--- config.mk ---
export PLATFORM = sky130hd
export DESIGN_NAME = gate_sweep_bist
export DESIGN_NICKNAME = d
export VERILOG_FILES = /design/src/rtl/gate_sweep_bist.sv
export SDC_FILE = /design/constraint.sdc
export NUM_CORES = 1
export LEC_CHECK = 0
export ABC_AREA = 1
export BUFFER_PORTS_ARGS = -buffer_cell sky130_fd_sc_hd__buf_2
export CORE_AREA = 2 2 70 72
export DETAILED_ROUTE_END_ITERATION = 6
export DIE_AREA = 0 0 72 74
export PLACE_DENSITY = 0.52
export SYNTH_ARGS = -nofsm -noshare
export SYNTH_HDL_FRONTEND = slang
export SYNTH_SLANG_ARGS = --single-unit
--- constraint.sdc ---
create_clock -name clk -period 3.4 [get_ports clk]
set_input_delay 0.68 -clock clk [delete_from_list [all_inputs] [get_ports clk]]
set_output_delay 0.68 -clock clk [all_outputs]
set_load 0.02 [all_outputs]
--- src/rtl/gate_sweep_bist.sv ---
// gate_sweep_bist: exhaustive sweep BIST for an N-input reduction gate.
//   Drives every vector 0..2^WIDTH-1 on drive_out. Each vector is held
//   SETTLE+1 cycles, and dut_out is compared with the expected AND/OR/XOR/NAND
//   value in the vector's last cycle. The block counts mismatches, captures the
//   first failing vector and reports pass/done.
// Ports:
//   clk, rst_n        clock, async active-low reset
//   start, op_mode    sweep request, expected function (0 AND,1 OR,2 XOR,3 NAND)
//   drive_out         stimulus to the gate under test
//   dut_out           gate output under test
//   busy, done, pass  sweep status; done is a one-cycle pulse
//   err_count         mismatch count (WIDTH+1 bits, max 2^WIDTH)
//   first_fail_vec/_valid  first mismatching vector
// Optional build macro STOP_ON_FAIL_EN: abort the sweep on the first mismatch.
module gate_sweep_bist #(
  parameter int WIDTH  = 3,
  parameter int SETTLE = 1
) (
  input  logic             clk,
  input  logic             rst_n,
  input  logic             start,
  input  logic [1:0]       op_mode,
  output logic [WIDTH-1:0] drive_out,
  input  logic             dut_out,
  output logic             busy,
  output logic             done,
  output logic             pass,
  output logic [WIDTH:0]   err_count,
  output logic [WIDTH-1:0] first_fail_vec,
  output logic             first_fail_valid
);

  typedef enum logic [1:0] {S_IDLE, S_SETTLE, S_CHECK, S_DONE} state_t;

  typedef struct packed {
    state_t           st;
    logic [1:0]       op;
    logic [WIDTH-1:0] drive;
    logic [3:0]       cnt;
    logic             busy;
    logic             done;
    logic             pass;
    logic [WIDTH:0]   err;
    logic [WIDTH-1:0] ffv;
    logic             ffval;
  } regs_t;

  localparam logic [3:0] CNT_LAST = 4'(SETTLE - 1);

  regs_t r_q, r_d;
  logic  expect_v;
  logic  mism;

  always_comb begin
    expect_v = 1'b0;
    case (r_q.op)
      2'd0: expect_v = &r_q.drive;
      2'd1: expect_v = |r_q.drive;
      2'd2: expect_v = ^r_q.drive;
      default: expect_v = ~&r_q.drive;
    endcase
  end

  assign mism = (dut_out != expect_v);

  always_comb begin
    r_d      = r_q;
    r_d.done = 1'b0;
    case (r_q.st)
      S_IDLE: begin
        if (start) begin
          r_d.op    = op_mode;
          r_d.drive = '0;
          r_d.err   = '0;
          r_d.pass  = 1'b0;
          r_d.ffval = 1'b0;
          r_d.ffv   = '0;
          r_d.busy  = 1'b1;
          r_d.cnt   = '0;
          r_d.st    = S_SETTLE;
        end
      end
      S_SETTLE: begin
        r_d.cnt = r_q.cnt + 4'd1;
        if (r_q.cnt == CNT_LAST) r_d.st = S_CHECK;
      end
      S_CHECK: begin
        r_d.cnt = '0;
`ifdef STOP_ON_FAIL_EN
        if (mism) begin
          // drive_out is left on the failing vector for inspection
          r_d.err   = (WIDTH+1)'(1);
          r_d.ffv   = r_q.drive;
          r_d.ffval = 1'b1;
          r_d.st    = S_DONE;
        end else if (&r_q.drive) begin
          r_d.st = S_DONE;
        end else begin
          r_d.drive = r_q.drive + WIDTH'(1);
          r_d.st    = S_SETTLE;
        end
`else
        if (mism) begin
          r_d.err = r_q.err + (WIDTH+1)'(1);
          if (!r_q.ffval) begin
            r_d.ffv   = r_q.drive;
            r_d.ffval = 1'b1;
          end
        end
        // the sweep ends on all-ones, so drive_out never wraps back to zero
        if (&r_q.drive) begin
          r_d.st = S_DONE;
        end else begin
          r_d.drive = r_q.drive + WIDTH'(1);
          r_d.st    = S_SETTLE;
        end
`endif
      end
      default: begin
        // err already includes the final CHECK update here
        r_d.done = 1'b1;
        r_d.busy = 1'b0;
        r_d.pass = (r_q.err == '0);
        r_d.st   = S_IDLE;
      end
    endcase
  end

  always_ff @(posedge clk or negedge rst_n) begin
    if (!rst_n) begin
      r_q <= '{st: S_IDLE, op: 2'd0, drive: '0, cnt: '0, busy: 1'b0, done: 1'b0,
               pass: 1'b0, err: '0, ffv: '0, ffval: 1'b0};
    end else begin
      r_q <= r_d;
    end
  end

  assign drive_out        = r_q.drive;
  assign busy             = r_q.busy;
  assign done             = r_q.done;
  assign pass             = r_q.pass;
  assign err_count        = r_q.err;
  assign first_fail_vec   = r_q.ffv;
  assign first_fail_valid = r_q.ffval;

endmodule

Yosys cells after proc, flatten, opt, wreduce, memory -nomap -nowiden. Cells that the tools add are included.

$add $sub $neg: 3. Reduce and logical (&&, ||, !) cells: 19. Equal/unequal tests: 10. Muxes and demuxes: 15. Bitwise logic cells: 1.

Operator list (count): 8-bit case mux with 2 select lines (1); 12-bit two-way mux (1); 4-bit case mux with 3 select lines (1); 2-bit inequality test, second input constant (5); 9-bit two-way mux (1); 3-bit AND reduction (3); 4-bit by 1-bit adder with 4-bit output, second input constant (2); 4-bit zero test (2); 8-bit two-way mux (1); 2-bit AND reduction (4); 2-bit case mux with 3 select lines (1); 3-bit case mux with 2 select lines (1); 3-bit OR reduction (2); 2-bit by 1-bit equality test with 1-bit output, second input constant (2); 2-bit equality test, second input constant (2); 2-bit zero test (2); 2-bit two-way mux (2); 4-bit two-way mux (1); 1-bit case mux with 2 select lines (2); 4-bit AND reduction (1); 3-bit by 1-bit adder with 3-bit output, second input constant (1); 3-bit two-way mux (1); 1-bit case mux with 3 select lines (1); 3-bit nonzero test (1); 7 further kinds (7).

Output and inout port bits: 14. Input port bits: 6. Bits in registers: 22. Logic and storage cells: 58.

Logic depth before layout (Yosys ltp).
Depth after elaboration: 6. Mapped depth: 12.

Least setup slack after synthesis. OpenSTA, ideal clock, no wires.

Path type: register to register. Start: register r_q, in the netlist drive_out[0]. End: register r_q, in the netlist err_count[2]. Path buffers: 0. Slack: 1.871 ns. Setup time: 0.121 ns. Arrival time: 1.409 ns. Cell stages (with the launch flop): 11. Data required time: 3.279 ns. Cell sequence: dfrtp_1 ha_1 ha_1 a21oi_1 nand2_1 nand2_1 nand2_2 nand3_4 nand2_4 nand2_1 o21ai_1.

Cells in the longest elaborated chain, start to end: 6. Elaborated cells on any way between the ends: 8. Classes of those cells: eq/ne (2); mux (1); reduce/logical (5).

Ends and longest elaborated chain: start, declared (line 50) `regs_t r_q, r_d;`; start signal, assigned (line 131) `r_q <= '{st: S_IDLE, op: 2'd0, drive: '0, cnt: '0, busy: 1'b0, done: 1'b0,`; start signal, assigned (line 134) `r_q <= r_d;`; 3-bit AND reduction (line 57, 60); 1-bit zero test (line 60) `default: expect_v = ~&r_q.drive;`; 1-bit case mux with 3 select lines (*) (line 56) `case (r_q.op)`; 1-bit inequality test (*) (line 64) `assign mism = (dut_out != expect_v);`; 2-bit inequality test (no line) (*); 3-bit AND reduction (no line) (*).

Every way passes the cells marked *; elsewhere a longest branch is shown, timed or not. A chain may end at the register's enable or synchronous reset.

Final worst setup path.
Start: register r_q[20] (netlist name). End: register r_q, in the netlist drive_out[0].

Cells in the longest elaborated chain, start to end: 3. Elaborated cells on any way between the ends: 7. Classes of those cells: eq/ne (3); mux (1); reduce/logical (3).

Ends and longest elaborated chain: 2-bit equality test / 2-bit zero test (equally long branches) (line 69) `case (r_q.st)`; 2-bit inequality test (no line) / 2-bit nonzero test (equally long branches); 3-bit AND reduction (no line).

Parallel ways exist; a longest one is shown, timed or not.

==> flow_metrics.env <==
export IMPL_crit_required_ps=3580
export IMPL_antenna_found_initial=0
export IMPL_synthTopCellsByCount="30 x nand2_1, 22 x dfrtp_1, 14 x inv_1"
export IMPL_seq_area_um2=550.5
export IMPL_max_slew_margin=0.5816
export IMPL_wire_per_inst_um=10.43
export IMPL_nets=183
export IMPL_placed_cell_area_mm2=0.001395
export IMPL_fmax_ghz=0.5676
export IMPL_crit_type="flip-flop to flip-flop"
export IMPL_timing_final_crit_share=0.5182
export IMPL_worst_slack_ps=1638
export IMPL_ctsHoldBuffers=0
export IMPL_hold_path_class="input port to async pin"
export IMPL_ys_dominant_reg_cell="dfrtp_1"
export IMPL_yosys_warnings=0
export IMPL_hpwlAfterDp_um=1765
export IMPL_multi_input_comb_area_um2=606.8
export IMPL_setup_violations=0
export IMPL_start_util=0.2852
export IMPL_power_density_mw_per_mm2=697.3
export IMPL_drtIter0Drc=55
export IMPL_critPathArrivalTime_ps=1940
export IMPL_final_layout_size_suffix_gt1_frac=0.2317
export IMPL_dieHeight_um=74
export IMPL_tns_ps=0
export IMPL_cts_tree="yes"
export IMPL_syn_nets=170
export IMPL_track_usage=0.1038
export IMPL_rsz0062_at_grt="false"
export IMPL_post_cts_resized=0
export IMPL_drc_errors=0
export IMPL_clk_path_buf_depth=2
export IMPL_synth_most_common_cell="nand2_1"
export IMPL_crit_path_max_fanout=16
export IMPL_synth_async_reset_ratio=1.000
export IMPL_die_w_um=72
export IMPL_synth_edff_count=0
export IMPL_drt_antenna_violating_nets=0
export IMPL_grt_pass1_wl_um=4305
export IMPL_grt_pass1_vias=1005
export IMPL_cts_clk_slew_worst_paths_ps=80
export IMPL_core_mm2=0.004598
export IMPL_row_count=25
export IMPL_synth_top_cell_area_share=0.4198
export IMPL_cts_setup_buffers=0
export IMPL_cts_root_buf="clkbuf_8"
export IMPL_htree_levels=1
export IMPL_vias_per_cell=4.459
export IMPL_synth_seq_area_share=0.4198
export IMPL_cts_buffers=3
export IMPL_ios=20
export IMPL_ir_worst_vdd_mv=0.1759
export IMPL_clock_sink_count=22
export IMPL_syn_to_final_growth_pct=9.542
export IMPL_num_vias=972
export IMPL_n_antenna_cell=0
export IMPL_die_area_mm2=0.005328
export IMPL_dr_pass1_iters=4
export IMPL_gp_congestion=0.8058
export IMPL_hold_viol_final=0
export IMPL_synthesis_area_mm2=0.001311
export IMPL_syn_inst=153
export IMPL_p_leak_nw=0.7509
export IMPL_worst_hold_slack_ps=371.7
export IMPL_grt_max_degree=23
export IMPL_insertion_delay_ps=260
export IMPL_min_period_ps=1762
export IMPL_routed_wl_um=2273
export IMPL_status="finished clean"
export IMPL_drv_slew=0
export IMPL_place_ws_ps=1636
export IMPL_worst_pin_slew_ps=627.6
export IMPL_fin_area_mm2=0.001436
export IMPL_io_buffers=19
export IMPL_synth_seq_cells=22
export IMPL_yosysTopAreaCell="dfrtp_1"
export IMPL_fin_worst_skew_ps=3.961
export IMPL_fillers=492
export IMPL_synthTopCellsByArea="dfrtp_1 42%, ha_1 10%, nand2_1 8.6%"
export IMPL_syn_avg_cell_area_um2=8.570
export IMPL_maxCapViolCount=0
export IMPL_gr_total_overflow=0
export IMPL_end_kind="flip-flop"
export IMPL_ys_types=24
export IMPL_cp_start_kind="flip-flop"
-- routing by layer --
| layer | part of all wire | track usage | vias up |
|---|---|---|---|
| met5 | 0 | 0 | - |
| met4 | 0.027 | 0.05870 | 0 |
| met3 | 0.038 | 0.01897 | 5 |
| met2 | 0.45 | 0.1677 | 18 |
| met1 | 0.49 | 0.1320 | 438 |
| li1 | - | - | 511 |
-- per-stage QoR --
stage	power [mW]	utilization	std cells
2_1_floorplan	0.7581	-	153
3_3_place_gp	0.8528	0.3034	215
3_5_place_dp	0.8541	0.3034	215
4_1_cts	1.020	0.3124	218
5_1_grt	1.110	0.3124	218
6_report	1.002	0.3124	218
-- layout make-up --
| class | count | share of cell area |
|---|---|---|
| Clock buffer | 3 | 0.02875 |
| Inverter | 20 | 0.05226 |
| Multi-Input combinational cell | 100 | 0.4225 |
| Sequential cell | 22 | 0.3833 |
| Tap cell | 54 | 0.04704 |
| Timing Repair Buffer | 19 | 0.06620 |
-- cell families after synthesis --
family	share of synthesized area
AOI/OAI and AO/OA	0.09638
xor gates and xnor gates	0.02672
adders and majority gates	0.1050
buffers and inverters	0.1174
DFF	0.4198
and+or+nand+nor	0.2347
-- power by group --
group	leakage [nW]	internal (mW)	switching [mW]
clock	0.0216	0.0790	0.0792
combinational	0.436	0.156	0.327
sequential	0.293	0.319	0.0413
-- final timing paths --
path,end,cells after the start,slack [ps],from
max,drive_out[0]$_DFFE_PN0P_,6,1640,r_q[20]$_DFFE_PN0P_
min,r_q[19]$_DFFE_PN0P_,1,370,rst_n
max reg2reg,drive_out[0]$_DFFE_PN0P_,6,1640,r_q[20]$_DFFE_PN0P_
min reg2reg,first_fail_vec[2]$_DFFE_PN0P_,2,470,first_fail_vec[2]$_DFFE_PN0P_
max in group asynchronous,err_count[3]$_DFFE_PN0P_,1,2690,rst_n
min in group clk,first_fail_vec[2]$_DFFE_PN0P_,2,470,first_fail_vec[2]$_DFFE_PN0P_
-- flip-flops by register name (all words and copies together) (netlist names) --
name,flops
pass,1
done,1
err_count,4
drive_out,3
r_q,8
busy,1
first_fail_valid,1
first_fail_vec,3
-- cells in the final DEF, fill, tap and decap left out, drive strengths merged --
cell type  netlist  final
clkbuf           1      3
o41ai            1      1
xor2             3      3
nor2            10     10
o21ai           17     17
buf             10     19
inv             20     20
xnor2            1      1
nand3           14     14
nand2           33     33
nand4            5      5
ha              11     11
dfrtp           22     22
a21oi            5      5
-- critical path: stages (launching register included) --
cell,delay (ps)
dfrtp_1,400
inv_1,150
ha_1,590
o21ai_2,140
a21oi_2,220
nand3_1,90
o21ai_0,100
Note: power is estimated with default switching activity, not from simulation.
